$ cat src/rtl/usb_rx_nrzi_unstuff_if.sv
// ----------------------------------------------------------------------------
// usb_rx_nrzi_unstuff_if
//   Bundles the line-side inputs and the decoded outputs of the USB RX
//   NRZI decoder / bit unstuffer.
//   master : drives the synchronised lines, bit strobe and flush, and
//            observes the decoded outputs (edge detector / RX control side).
//   slave  : the decoder itself.
//   Signals:
//     d_plus_sync, d_minus_sync  synchronised D+ / D-
//     shift_enable               one strobe per USB bit-time
//     flush                      start-of-packet clear
//     d_orig, bit_valid          last decoded bit and its data qualifier
//     data_out, data_valid       assembled word (first bit in [0]) and strobe
//     stuff_err                  1 seen where a stuffed 0 was required
//     se0_active                 last sample was SE0
//     eop_detected               qualified end of packet
// ----------------------------------------------------------------------------
interface usb_rx_nrzi_unstuff_if #(
    parameter int DATA_W = 8
);
    logic              d_plus_sync;
    logic              d_minus_sync;
    logic              shift_enable;
    logic              flush;
    logic              d_orig;
    logic              bit_valid;
    logic [DATA_W-1:0] data_out;
    logic              data_valid;
    logic              stuff_err;
    logic              se0_active;
    logic              eop_detected;

    modport master (
        output d_plus_sync, d_minus_sync, shift_enable, flush,
        input  d_orig, bit_valid, data_out, data_valid, stuff_err,
               se0_active, eop_detected
    );

    modport slave (
        input  d_plus_sync, d_minus_sync, shift_enable, flush,
        output d_orig, bit_valid, data_out, data_valid, stuff_err,
               se0_active, eop_detected
    );
endinterface

$ cat src/rtl/usb_rx_nrzi_unstuff.sv
// ----------------------------------------------------------------------------
// usb_rx_nrzi_unstuff
//   USB RX line decoder. On every shift_enable strobe the synchronised D+/D-
//   pair is sampled: SE0 samples are counted towards an EOP, other samples
//   are NRZI-decoded (no transition = 1), stuffed zeros are removed after
//   STUFF_LEN consecutive ones, and data bits are deserialised LSB-first
//   into DATA_W-bit words. A J following at least EOP_SE0_BITS SE0 samples
//   is reported as EOP and discards any partial word.
//   Ports:
//     clk   system clock
//     rst   synchronous reset, active high
//     bus   usb_rx_nrzi_unstuff_if.slave (line inputs, decoded outputs)
//   All outputs are registered; pulse outputs last exactly one clock.
// ----------------------------------------------------------------------------
module usb_rx_nrzi_unstuff #(
    parameter int DATA_W       = 8,
    parameter int STUFF_LEN    = 6,
    parameter int EOP_SE0_BITS = 2
) (
    input  logic                  clk,
    input  logic                  rst,
    usb_rx_nrzi_unstuff_if.slave  bus
);
    localparam int ONES_W = $clog2(STUFF_LEN + 1);
    localparam int BIT_W  = $clog2(DATA_W);
    localparam int SE0_W  = $clog2(EOP_SE0_BITS + 1);

    localparam logic [ONES_W-1:0] STUFF_MAX = ONES_W'(STUFF_LEN);
    localparam logic [BIT_W-1:0]  BIT_LAST  = BIT_W'(DATA_W - 1);
    localparam logic [SE0_W-1:0]  SE0_MAX   = SE0_W'(EOP_SE0_BITS);

    logic              prev_dp_reg,    prev_dp_next;
    logic [ONES_W-1:0] ones_cnt_reg,   ones_cnt_next;
    logic [BIT_W-1:0]  bit_cnt_reg,    bit_cnt_next;
    logic [SE0_W-1:0]  se0_cnt_reg,    se0_cnt_next;
    logic [DATA_W-1:0] shreg_reg,      shreg_next;
    logic              d_orig_reg,     d_orig_next;
    logic              bit_valid_reg,  bit_valid_next;
    logic [DATA_W-1:0] data_out_reg,   data_out_next;
    logic              data_valid_reg, data_valid_next;
    logic              stuff_err_reg,  stuff_err_next;
    logic              se0_active_reg, se0_active_next;
    logic              eop_reg,        eop_next;

    logic              line_se0;
    logic              line_j;
    logic              raw_bit;
    logic [DATA_W-1:0] word_shifted;

    assign line_se0 = !bus.d_plus_sync && !bus.d_minus_sync;
    assign line_j   =  bus.d_plus_sync && !bus.d_minus_sync;
    // SE1 falls through here as dp=1, which is how it is meant to decode.
    assign raw_bit  = (bus.d_plus_sync == prev_dp_reg);

    // Shift right with the new bit entering the MSB, so after DATA_W bits the
    // first received bit sits in [0].
    genvar gi;
    generate
        for (gi = 0; gi < DATA_W - 1; gi++) begin : g_shift
            assign word_shifted[gi] = shreg_reg[gi+1];
        end
    endgenerate
    assign word_shifted[DATA_W-1] = raw_bit;

    always_comb begin
        prev_dp_next    = prev_dp_reg;
        ones_cnt_next   = ones_cnt_reg;
        bit_cnt_next    = bit_cnt_reg;
        se0_cnt_next    = se0_cnt_reg;
        shreg_next      = shreg_reg;
        d_orig_next     = d_orig_reg;
        data_out_next   = data_out_reg;
        se0_active_next = se0_active_reg;
        bit_valid_next  = 1'b0;
        data_valid_next = 1'b0;
        stuff_err_next  = 1'b0;
        eop_next        = 1'b0;

        if (bus.flush) begin
            // Start of packet: any sample in this cycle is dropped.
            prev_dp_next  = 1'b1;
            ones_cnt_next = '0;
            bit_cnt_next  = '0;
            se0_cnt_next  = '0;
            shreg_next    = '0;
        end else if (bus.shift_enable) begin
            if (line_se0) begin
                se0_active_next = 1'b1;
                if (se0_cnt_reg < SE0_MAX) begin
                    se0_cnt_next = se0_cnt_reg + 1'b1;
                end
            end else if (se0_cnt_reg >= SE0_MAX && line_j) begin
                // Qualified EOP: the J is not a data bit; partial word dropped.
                eop_next        = 1'b1;
                se0_active_next = 1'b0;
                prev_dp_next    = 1'b1;
                ones_cnt_next   = '0;
                bit_cnt_next    = '0;
                se0_cnt_next    = '0;
            end else begin
                se0_active_next = 1'b0;
                se0_cnt_next    = '0;
                prev_dp_next    = bus.d_plus_sync;
                d_orig_next     = raw_bit;
                if (ones_cnt_reg == STUFF_MAX) begin
                    // Stuffed bit slot: must be 0, never enters the word.
                    ones_cnt_next  = '0;
                    stuff_err_next = raw_bit;
                end else begin
                    bit_valid_next = 1'b1;
                    ones_cnt_next  = raw_bit ? ones_cnt_reg + 1'b1 : '0;
                    shreg_next     = word_shifted;
                    if (bit_cnt_reg == BIT_LAST) begin
                        data_out_next   = word_shifted;
                        data_valid_next = 1'b1;
                        bit_cnt_next    = '0;
                    end else begin
                        bit_cnt_next = bit_cnt_reg + 1'b1;
                    end
                end
            end
        end
    end

    always_ff @(posedge clk) begin
        if (rst) begin
            prev_dp_reg    <= 1'b1;
            ones_cnt_reg   <= '0;
            bit_cnt_reg    <= '0;
            se0_cnt_reg    <= '0;
            shreg_reg      <= '0;
            d_orig_reg     <= 1'b1;
            bit_valid_reg  <= 1'b0;
            data_out_reg   <= '0;
            data_valid_reg <= 1'b0;
            stuff_err_reg  <= 1'b0;
            se0_active_reg <= 1'b0;
            eop_reg        <= 1'b0;
        end else begin
            prev_dp_reg    <= prev_dp_next;
            ones_cnt_reg   <= ones_cnt_next;
            bit_cnt_reg    <= bit_cnt_next;
            se0_cnt_reg    <= se0_cnt_next;
            shreg_reg      <= shreg_next;
            d_orig_reg     <= d_orig_next;
            bit_valid_reg  <= bit_valid_next;
            data_out_reg   <= data_out_next;
            data_valid_reg <= data_valid_next;
            stuff_err_reg  <= stuff_err_next;
            se0_active_reg <= se0_active_next;
            eop_reg        <= eop_next;
        end
    end

    assign bus.d_orig       = d_orig_reg;
    assign bus.bit_valid    = bit_valid_reg;
    assign bus.data_out     = data_out_reg;
    assign bus.data_valid   = data_valid_reg;
    assign bus.stuff_err    = stuff_err_reg;
    assign bus.se0_active   = se0_active_reg;
    assign bus.eop_detected = eop_reg;
endmodule
$ cat src/flat_wrapper.sv
// flat-port wrapper written by rule: the top's interface ports become plain ports
module usb_rx_nrzi_unstuff_flat 
#(
    parameter int DATA_W       = 8,
    parameter int STUFF_LEN    = 6,
    parameter int EOP_SE0_BITS = 2
)
  (clk, rst, bus_d_plus_sync, bus_d_minus_sync, bus_shift_enable, bus_flush, bus_d_orig, bus_bit_valid, bus_data_out, bus_data_valid, bus_stuff_err, bus_se0_active, bus_eop_detected);
  usb_rx_nrzi_unstuff_if #(.DATA_W(DATA_W)) bus_i ();
  input  logic clk;
  input  logic rst;
  input wire logic [$bits(bus_i.d_plus_sync)-1:0] bus_d_plus_sync;
  input wire logic [$bits(bus_i.d_minus_sync)-1:0] bus_d_minus_sync;
  input wire logic [$bits(bus_i.shift_enable)-1:0] bus_shift_enable;
  input wire logic [$bits(bus_i.flush)-1:0] bus_flush;
  output wire logic [$bits(bus_i.d_orig)-1:0] bus_d_orig;
  output wire logic [$bits(bus_i.bit_valid)-1:0] bus_bit_valid;
  output wire logic [$bits(bus_i.data_out)-1:0] bus_data_out;
  output wire logic [$bits(bus_i.data_valid)-1:0] bus_data_valid;
  output wire logic [$bits(bus_i.stuff_err)-1:0] bus_stuff_err;
  output wire logic [$bits(bus_i.se0_active)-1:0] bus_se0_active;
  output wire logic [$bits(bus_i.eop_detected)-1:0] bus_eop_detected;
  assign bus_i.d_plus_sync = bus_d_plus_sync;
  assign bus_i.d_minus_sync = bus_d_minus_sync;
  assign bus_i.shift_enable = bus_shift_enable;
  assign bus_i.flush = bus_flush;
  assign bus_d_orig = bus_i.d_orig;
  assign bus_bit_valid = bus_i.bit_valid;
  assign bus_data_out = bus_i.data_out;
  assign bus_data_valid = bus_i.data_valid;
  assign bus_stuff_err = bus_i.stuff_err;
  assign bus_se0_active = bus_i.se0_active;
  assign bus_eop_detected = bus_i.eop_detected;
  usb_rx_nrzi_unstuff #(.DATA_W(DATA_W), .STUFF_LEN(STUFF_LEN), .EOP_SE0_BITS(EOP_SE0_BITS)) u_core (.clk(clk), .rst(rst), .bus(bus_i));
endmodule
$ cat config.mk
export PLATFORM = sky130hd
export DESIGN_NAME = usb_rx_nrzi_unstuff_flat
export DESIGN_NICKNAME = d
export VERILOG_FILES = /design/src/rtl/usb_rx_nrzi_unstuff_if.sv /design/src/rtl/usb_rx_nrzi_unstuff.sv /design/src/flat_wrapper.sv
export SDC_FILE = /design/constraint.sdc
export NUM_CORES = 1
export LEC_CHECK = 0
export CORE_MARGIN = 3
export CORE_UTILIZATION = 35
export CTS_CLUSTER_DIAMETER = 200
export DETAILED_ROUTE_END_ITERATION = 6
export GPL_ROUTABILITY_DRIVEN = 0
export PLACE_DENSITY = 0.55
export SETUP_SLACK_MARGIN = 0.02
export SLEW_MARGIN = 40
export SYNTH_ARGS = -nofsm -noshare
export SYNTH_HDL_FRONTEND = slang
export SYNTH_SLANG_ARGS = --single-unit
$ cat constraint.sdc
create_clock -name clk -period 1.7 [get_ports clk]
set_input_delay 0.425 -clock clk [delete_from_list [all_inputs] [get_ports clk]]
set_output_delay 0.425 -clock clk [all_outputs]
set_load 0.005 [all_outputs]
* Word level (Yosys, flattened, before mapping) *
Cells that the tools add are included.

storage, ports and cells
  memories kept = 0
  output and inout bits = 14
  logic and storage cells = 57
  bits in latches = 0
  memory bits (read-only) = 0
  bits in writable memories = 0
  input port bits = 6
  register bits = 31

operators by class
  shift operators = 0
  bitwise operators = 5
  $add $sub $neg = 3
  reduce and logical (&&, ||, !) cells = 17
  eq/ne operators = 5
  $lt $le $gt $ge = 2
  divide/modulo/power cells = 0
  $mul = 0
  multiplexer cells = 13

operators with widths
  kind                                           count
  2-to-1 mux 3 bit                               6
  OR reduction 6 bit                             2
  AND reduction 4 bit                            2
  adder 3 x 1 -> 3 bit, second input constant    2
  == test 3 bit, second input constant           2
  AND reduction 2 bit                            3
  AND reduction 6 bit                            1
  2-to-1 mux 1 bit                               5
  inverter 1 bit                                 5
  OR reduction 5 bit                             1
  2-to-1 mux 2 bit                               2
  OR reduction 4 bit                             1
  logical AND 1 bit                              3
  AND reduction 3 bit                            1
  adder 2 x 1 -> 2 bit, second input constant    1
  >= comparator 2 bit, second input constant     1
  logical NOT 1 bit                              2
  < comparator 2 bit, second input constant      1
  != test 2 x 1 -> 1 bit, second input constant  1
  != test 2 bit, second input constant           1
  OR reduction 2 bit                             1
  == test 1 bit                                  1

* Longest topological paths before layout *
Gate-level depths: netlist of the first run.

  depth in word-level cells = 5
  depth in mapped cells = 7
  mapped depth without buffers = 6

* Worst setup path before layout of the first run *
Ideal clock, no wire load.

  path kind = register -> register
  from = reg u_core.ones_cnt_reg[0]
  to = reg u_core.data_out_reg[7] (netlist: u_core.bus.data_out[7])
  data required time = 1,572 ps
  slack = 110 ps
  path buffers = 1
  cell stages (with the launch flop) = 8
  period minus slack after synthesis = 1,590 ps
  data arrival time = 1,462 ps
  path through = dfxtp_1 -> inv_1 -> ha_1 -> and2_1 -> nor4_2 -> buf_6 -> mux2i_1 -> nor2_1

between the ends
  longest elaborated chain between the ends = 3

ends and longest elaborated chain
  item                           line                        RTL
  start, declared                usb_rx_nrzi_unstuff.sv:33   logic [ONES_W-1:0] ones_cnt_reg, ones_cnt_next;
  start signal, assigned         usb_rx_nrzi_unstuff.sv:141  ones_cnt_reg <= ones_cnt_next;
  == test 3 bit                  usb_rx_nrzi_unstuff.sv:105  if (ones_cnt_reg == STUFF_MAX) begin
  inverter 1 bit (no line)       n/a
  AND reduction 6 bit (no line)  n/a
  end signal, assigned           usb_rx_nrzi_unstuff.sv:147  data_out_reg <= data_out_next;
  end, declared                  usb_rx_nrzi_unstuff.sv:39   logic [DATA_W-1:0] data_out_reg, data_out_next;

No other way between the ends.
A chain may end at the register's enable or synchronous reset.

* Worst setup path in the final report of the first run *
  from = reg u_core.data_out_reg[3] (netlist: u_core.bus.data_out[3])
  to = out bus_data_out[3]

RTL lines
  item           line                RTL
  end, declared  flat_wrapper.sv:18  output wire logic [$bits(bus_i.data_out)-1:0] bus_data_out;

No word-level cell between the ends.

==> impl_metrics.ini, run 1 <==
[status]
status = finished clean

[logic_synthesis]
syn-num-nets = 149
postSynthCellCount = 138
yosys_warnings = 0
ys_ff_latch = 30
synth_area_leaders = dfxtp_1 (47%), mux2i_1 (7.0%), nor2_1 (5.3%)
yosysSeqAreaShare_pct = 46.97
synth_common_cells = dfxtp_1 (30), nor2_1 (18), nand2_1 (13), mux2i_1 (9), o21ai_0 (8)
yosys.area.top_type = dfxtp_1
synthFlopType = dfxtp_1
synth_edf_count = 0
netlist_area_mm2 = 0.001279
synth_top_area_share_pct = 46.97
synth_simple_gate_area_share_pct = 20.74
synth_top_family_by_area = simple AND/OR/NAND/NOR gates
synth_xor_area_share_pct = 1.370
synth_cell_type_count = 37
synth_compound_area_share_pct = 14.48
synth.most_common_cell = dfxtp_1
synth.mux.area_fraction_pct = 7.045
synth_adder_area_share_pct = 4.892
async_flop_share_pct = 0
syn_area_per_cell_um2 = 9.266

[clock_network]
h-tree-depth = 2
root_buffer = clkbuf_4
worstSkewPairLatency_ns = 0.34
post_cts.repair.setup_buffers = 0
clockBufferDepth = 2
postCtsHoldBufs = 0
numCtsBuffers = 5
cts.sinks = 30
cts.reportedPaths.clkPinSlew_ns = 0.10
cts_tree = done

[drt]
num_vias = 1125
drt-vias-per-instance = 4.934
first_pass_iters = 4
routedWlPerCell_um = 12.93
totalWireLength_um = 2949
route.detailed.drc = 0
ant_nets = 0
drt-initial-drc-count = 49

[worst_setup_path]
cp_top_family = buffers and inverters
critPathMaxFanout = 2
cp_num_buf_inv = 1
cpMaxStageDelayCell = clkdlybuf4s50_1
worstSetupPathType = reg2out
crit_arrival_ns = 1.21
cpPeakStageDelay_ns = 0.51
path_cells = clkdlybuf4s50_1
critPathLaunchType = flop
cp-end-kind = primary output
crit_required_ns = 1.27

[sta]
tightest_slew_ns = 0.4306
rsz0062_at_grt = yes
clock_skew_ns = 0.005962
fin_crit_ns = 1.630
relSlewSlack_pct = 70.99
final_hold_viol_count = 0
setup_violations = 0
fmax_mhz = 613.3
fin_crit_sh_pct = 95.91
holdWs_ns = 0.4796
maxSlewViolCount = 0

[pwr]
powerDensity_mw_per_mm2 = 806.0
p_leak_nw = 0.7035
peakVddDrop_v = 0.0004696

[placed_design]
hpwlAfterDp_um = 2181
port_buffers = 19
place_area_mm2 = 0.001680

[worst_hold_path]
hold_path_class = reg2reg

[final_layout]
fin_area_mm2 = 0.001804
largest_reg_flops = 8
multi_input_area_um2 = 649.4
drive_above_1_share_pct = 23.63
area_growth_pct = 41.10
num_antenna_cells = 0
seq_area_um2 = 603.1
n_fill_cell = 345
fin_nets = 193

[grt]
grt-ovfl-total = 0
grtUsageTotal_pct = 16.09
grt_pass1_wl_um = 5244
grt_pass1_vias = 1226
grt_max_degree = 16
antenna_found_initial = 0

[flow_run]
maxCapViolCount = 0

[floorplanning]
die_h_um = 66.45
die-area_mm2 = 0.004415
rows = 21
start_util_pct = 37.44
ios = 20
die_w_um = 66.45
core_area_mm2 = 0.003416
## cells by family after synthesis
group	after synthesis
compound gates	25
fa+ha+maj	5
simple gates	55
flops	30
mux	9
buf+inv	12
xor+xnor	2
## layout make-up
class	instances	area share, %
Sequential cell	30	33.43
Tap cell	46	3.190
Timing Repair Buffer	44	21.84
Clock buffer	6	2.843
Multi-Input combinational cell	96	35.99
Inverter	5	1.040
Clock inverter	1	1.664
## layer usage
layer	global-route usage (%)	vias to the layer above	wire length [um]
li1	-	574	-
met5	0	-	0
met1	17.71	527	1309
met4	9.898	0	87
met2	27.14	16	1457
met3	4.422	8	95
## worst register-to-register path, stage by stage, from the launching register on
cell and delay, ns:
dfxtp_2 0.36, inv_2 0.04, ha_4 0.15, o21ba_4 0.23
nor4_4 0.30, buf_4 0.20, mux2i_1 0.18, nor2_1 0.06
## through the flow
| stage | setup WS [ns] | cells | total power, W | TNS, ns | util (%) |
|---|---|---|---|---|---|
| after global routing | -0.02262 | 228 | 0.001512 | -0.03633 | 52.82 |
| after global placement | -0.2683 | 220 | 0.0008658 | -4.265 | 49.19 |
| final | 0.06960 | 228 | 0.001454 | 0 | 52.82 |
| after floorplan | 0.1105 | 138 | 0.0007917 | 0 | - |
| after detailed placement | -0.2718 | 220 | 0.0008686 | -4.659 | 49.19 |
| after CTS | 0.02754 | 228 | 0.001473 | 0 | 52.34 |
## cells in the final DEF, fill, tap and decap left out, drive strengths merged, types with 5 or more instances in the layout
cell | synthesis | layout
inv | 5 | 5
buf | 6 | 25
ha | 5 | 5
nand3 | 7 | 7
dfxtp | 30 | 30
clkbuf | 1 | 6
nand2 | 13 | 13
clkdlybuf4s50 | 0 | 19
mux2i | 9 | 9
o21ai | 8 | 8
nor2 | 18 | 18
## where the power goes
group	leakage (nW)	internal [W]	total, W	switching (W)
Combinational	0.416	0.0000745	0.000140	0.0000652
Sequential	0.243	0.000710	0.000715	0.00000531
Clock	0.0443	0.000342	0.000599	0.000257
Total	0.703	0.00113	0.00145	0.000328
## what timing repair did
item / CTS / global route
gates cloned: 1 / 0
pin swaps: 1 / 5
gates resized for setup: 8 / 5
setup endpoints to repair: 8 / 11
endpoints found under the hold margin: 0 / 0
## path summary, 6_finish.rpt
kind,from,end,slack [ns],cells after the start
max,u_core.bus.data_out[3],bus_data_out[3],0.07,1
min,u_core.shreg_reg[4],u_core.shreg_reg[3],0.48,2
max reg2reg,u_core.se0_cnt_reg[0],u_core.bus.data_out[0],0.08,7
min reg2reg,u_core.shreg_reg[4],u_core.shreg_reg[3],0.48,2
Note: power is estimated with default switching activity, not from simulation.
==> inputs of run 2 (changes only) <==
Settings changed: ABC_AREA from default to 1, CTS_CLUSTER_DIAMETER 200 to default, PLACE_DENSITY 0.55 to 0.54.
==> run 2 against run 1 <==
Non-clock buffer count decreased by 10. Routed wire length decreased by 3.2%. Largest cell class unchanged. Power increased by 9.8%. Highest routed layer unchanged. Critical endpoint is now bus_stuff_err. Die area increased by 6.7%. Sequential share of layout area decreased by 0.66 points. Largest power group unchanged. First-iteration DRC count increased by 45%. Area after synthesis increased by 7.4%. Design area increased by 1.6%.
==> impl_metrics.ini, run 2 <==
[drt]
num_vias = 1257
ant_nets = 0
first_pass_iters = 4
routedWlPerCell_um = 10.01
route.detailed.drc = 0
totalWireLength_um = 2854
drt-vias-per-instance = 4.411
drt-initial-drc-count = 71

[grt]
antenna_found_initial = 0
grt_pass1_wl_um = 4857
grt_max_degree = 17
grt-ovfl-total = 0
grtUsageTotal_pct = 14.22
grt_pass1_vias = 1098

[sta]
maxSlewViolCount = 0
final.setup.worst_slack_ns = 0.1621
setup_violations = 0
tns_ns = 0
fin_crit_ns = 1.538
relSlewSlack_pct = 81.73
clock_skew_ns = 0.006486
fmax_mhz = 650.3
rsz0062_at_grt = no
tightest_slew_ns = 0.2737
final_hold_viol_count = 0
fin_crit_sh_pct = 90.46

[logic_synthesis]
yosys_warnings = 0
syn-num-nets = 209
synth_edf_count = 0
synth_area_leaders = dfxtp_1 (44%), nand2_1 (15%), nor2_1 (13%)
postSynthCellCount = 198
synthFlopType = dfxtp_1
syn_area_per_cell_um2 = 6.938
async_flop_share_pct = 0
synth_cell_type_count = 20
yosysSeqAreaShare_pct = 43.72
netlist_area_mm2 = 0.001374
synth_top_area_share_pct = 43.72
yosys.area.top_type = dfxtp_1
ys_ff_latch = 30
synth_common_cells = nand2_1 (54), nor2_1 (47), dfxtp_1 (30), inv_1 (24), nand3_1 (17)
synth.most_common_cell = nand2_1

[clock_network]
clockBufferDepth = 2
postCtsHoldBufs = 0
post_cts.repair.setup_buffers = 0
numCtsBuffers = 5
root_buffer = clkbuf_8
cts_resized = 0
cts.reportedPaths.clkPinSlew_ns = 0.06
worstSkewPairLatency_ns = 0.28
cts_tree = done
h-tree-depth = 2
cts.sinks = 30

[final_layout]
stdcell_count = 285
drive_above_1_share_pct = 13.08
most-common-layout-cells = nand2_1 (54), nor2_1 (47), dfxtp_1 (30), inv_1 (24), clkdlybuf4s50_1 (19)
multi_input_area_um2 = 655.6
n_fill_cell = 384
num_antenna_cells = 0
fin_area_mm2 = 0.001833
largest_reg_flops = 8
final_common_cell = nand2_1
seq_area_um2 = 600.6
fin_nets = 248
area_growth_pct = 33.42

[placed_design]
hpwlAfterDp_um = 2202
port_buffers = 19
place_area_mm2 = 0.001720
dp.cells = 278
place_ws_ns = -0.09453

[status]
status = finished clean

[worst_setup_path]
cp_num_buf_inv = 1
cpPeakStageDelay_ns = 0.50
cpMaxStageDelayCell = clkdlybuf4s50_1
cp_top_family = buffers and inverters
critPathLaunchType = flop
critPathMaxFanout = 1
cp-end-kind = primary output
crit_arrival_ns = 1.11
crit_required_ns = 1.27
path_cells = clkdlybuf4s50_1
worstSetupPathType = reg2out

[floorplanning]
ios = 20
die-area_mm2 = 0.004713
die_w_um = 68.65
start_util_pct = 36.97
die_h_um = 68.65
rows = 22
core_area_mm2 = 0.003716

[pwr]
peakVddDrop_v = 0.0005395
powerDensity_mw_per_mm2 = 870.8
p_leak_nw = 0.8595

[worst_hold_path]
hold_path_class = reg2reg

[flow_run]
maxCapViolCount = 0
## run 2: worst paths after layout
path | from | endpoint | slack, ns | cells after the start
min reg2reg | u_core.bus.d_orig | u_core.bus.d_orig | 0.46 | 2
max reg2reg | u_core.ones_cnt_reg[0] | u_core.bus.data_out[0] | 0.24 | 9
min | u_core.bus.d_orig | u_core.bus.d_orig | 0.46 | 2
max | u_core.bus.stuff_err | bus_stuff_err | 0.16 | 1
## run 2: power breakdown
part           switching [W]  leakage (nW)  internal, W
clock               0.000254        0.0573     0.000468
combinational      0.0000833         0.559    0.0000659
sequential        0.00000742         0.243     0.000718
## run 2: kinds of logic after synthesis
family                     after synthesis  share of synthesized area (%)
adders and majority gates                5                          4.554
AOI/OAI and AO/OA                        8                          3.369
and+or+nand+nor                        126                          39.80
DFF                                     30                          43.72
buffers and inverters                   29                          8.561
## run 2: cell type report
cell class | count | share of cell area, %
multi-input combinational | 139 | 35.77
sequential | 30 | 32.76
timing repair buffer | 34 | 16.52
inverter | 27 | 5.529
clock buffer | 6 | 4.505
tap | 48 | 3.276
clock inverter | 1 | 1.638
## run 2: routing by layer
layer	vias up	share of wire (%)	routed length [um]	track usage [%]
met1	541	49	1412	18.85
met3	4	4.7	134	4.700
met2	28	45	1273	20.74
met4	0	1.1	32	6.452
li1	684	-	-	-
met5	-	0	0	0
## run 2: per-stage QoR
| step | hold WS [ns] | util, % | power [W] |
|---|---|---|---|
| global route | 0.4965 | 49.33 | 0.001676 |
| CTS | 0.4644 | 49.33 | 0.001625 |
| global placement | 0.4376 | 46.30 | 0.0008883 |
| finish | 0.4604 | 49.33 | 0.001596 |
| detailed placement | 0.4482 | 46.30 | 0.0008896 |
| floorplan | 0.4502 | - | 0.0008274 |
==> inputs of run 3 (changes only) <==
Settings changed: GPL_TIMING_DRIVEN from default to 0, SETUP_SLACK_MARGIN 0.02 to 0.4, TNS_END_PERCENT from default to 10.
==> run 3 against run 2 <==
Sequential cell count stayed put. Critical path depth stayed put. Routed wire length is 15% higher. Design area is 8.8% higher. Clock-buffer cell count stayed put. Register-to-register slack better by 0.16 ns. Global-route usage is 0.80 points higher. Clock skew is 0.0039 ns lower. Critical endpoint is now bus_data_out[7]. Largest power group is now the clock network.
==> impl_metrics.ini, run 3 (same netlist as run 2, synthesis figures left out) <==
[status]
status = finished clean

[grt]
grt-ovfl-total = 0
antenna_found_initial = 0
grtUsageTotal_pct = 15.02
grt_pass1_wl_um = 5119
grt_pass1_vias = 1152
grt_max_degree = 11

[drt]
met2_length_um = 1527
topRoutingLayerUsed = met4
ant_nets = 0
first_pass_iters = 4
wl_met3_um = 193
routedWlPerCell_um = 11.52
route.detailed.drc = 0
wl_met1_um = 1476
num_vias = 1314
drt-initial-drc-count = 85
drt-vias-per-instance = 4.611
totalWireLength_um = 3282

[worst_hold_path]
hold_end = u_core.bus.d_orig
hold_path_depth = 2
hp-start = u_core.bus.d_orig
hold_path_class = reg2reg

[sta]
final.setup.worst_slack_ns = 0.1560
tightest_slew_ns = 0.2689
fmax_mhz = 647.7
setup_violations = 0
final_hold_viol_count = 0
relSlewSlack_pct = 81.96
clock_skew_ns = 0.002609
maxSlewViolCount = 0
fin_crit_ns = 1.544
fin_crit_sh_pct = 90.83
rsz0062_at_grt = yes

[worst_setup_path]
cp_num_buf_inv = 1
crit_required_ns = 1.27
cp-end-kind = primary output
crit_arrival_ns = 1.12
worstSetupPathType = reg2out
r2r_slack_ns = 0.40
reg2reg_depth = 9
cpPeakStageDelay_ns = 0.50
critPathLaunchType = flop
rr_endpoint = u_core.bus.data_out[4]
critPathMaxFanout = 2
r2r-start = u_core.se0_cnt_reg[0]
cpMaxStageDelayCell = clkdlybuf4s50_1
path_cells = clkdlybuf4s50_1
cp_top_family = buffers and inverters

[clock_network]
root_buffer = clkbuf_8
h-tree-depth = 2
cts.reportedPaths.clkPinSlew_ns = 0.06
cts.sinks = 30
cts_tree = done
numCtsBuffers = 5
worstSkewPairLatency_ns = 0.28
clockBufferDepth = 2

[final_layout]
fin_area_mm2 = 0.001994
largest_reg_flops = 8
num_antenna_cells = 0
utilization_pct = 53.67
drive_above_1_share_pct = 24.47
n_fill_cell = 361
fin_nets = 248
most-common-layout-cells = nand2_1 (50), nor2_1 (41), dfxtp_1 (24), inv_1 (20), nand3_1 (15)
area_growth_pct = 45.17
final_common_cell = nand2_1

[placed_design]
place_ws_ns = -0.2927
hpwlAfterDp_um = 2189
place_area_mm2 = 0.001629
port_buffers = 19

[flow_run]
maxCapViolCount = 0

[floorplanning]
core_area_mm2 = 0.003716
die-area_mm2 = 0.004713
die_h_um = 68.65
die_w_um = 68.65
rows = 22
ios = 20
start_util_pct = 36.97

[pwr]
peakVddDrop_v = 0.0004065
p_leak_nw = 0.9267
powerDensity_mw_per_mm2 = 815.8
finalPower_w = 0.001627
## run 3: cell count changes in the layout (fill, tap and decap cells not counted), sizes merged
cell           previous run  this run
dlymetal6s2s              0         2
buf                      15        14
clkdlybuf4s50            19        13
o21ai                     4         5
dlygate4sd2               0         3
clkdlybuf4s15             0         1
## run 3: worst min-delay path: stages (launching register included)
cell and delay [ns]:
dfxtp_1 0.33, nand2_1 0.05, nand3_1 0.05
## run 3: cell type report
class,count,area (um^2),share of cell area (%)
multi-input combinational,140,804.5,40.34
buffer,2,16.27,0.8156
inverter,27,103.9,5.207
tap,48,60.06,3.011
clock buffer,6,82.58,4.141
clock inverter,1,30.03,1.506
timing repair buffer,31,289.0,14.49
sequential,30,608.1,30.49
## run 3: what timing repair did
item,CTS,global route
buffers inserted,6,6
hold endpoints to repair,0,0
pin swaps,3,11
endpoints found under the setup margin,44,42
gates resized for setup,14,35
hold buffers,0,0
gates cloned,0,1
## run 3: worst max path at each step
stage	start	end	slack (ns)	depth (start not counted)
CTS	u_core.bus.data_out[7]	bus_data_out[7]	0.16	1
global route	u_core.bus.data_out[7]	bus_data_out[7]	0.12	1
global placement	bus_flush	u_core.se0_cnt_reg[0]	-0.28	6
finish	u_core.bus.data_out[7]	bus_data_out[7]	0.16	1
floorplan	u_core.ones_cnt_reg[0]	u_core.bus.data_out[0]	0.42	9
detailed placement	bus_flush	u_core.se0_cnt_reg[0]	-0.29	6
## run 3: per-layer routing
metal / up-vias / track usage [%]
li1: 686 / -
met1: 584 / 19.11
met2: 35 / 22.88
met3: 9 / 5.511
met4: 0 / 5.955
met5: - / 0
## run 3: report_power, final
group / switching (W) / total, W / internal, W
Combinational: 0.0000994 / 0.000164 / 0.0000647
Clock: 0.000269 / 0.000737 / 0.000468
Sequential: 0.00000750 / 0.000726 / 0.000718
Total: 0.000376 / 0.00163 / 0.00125
## run 3: through the flow
| stage | setup TNS (ns) | hold slack [ns] | std cells |
|---|---|---|---|
| after floorplan | 0 | 0.4502 | 198 |
| after global placement | -4.886 | 0.4507 | 265 |
| after detailed placement | -4.815 | 0.4463 | 265 |
| after CTS | 0 | 0.4585 | 278 |
| after global routing | 0 | 0.5013 | 285 |
| final | 0 | 0.4623 | 285 |
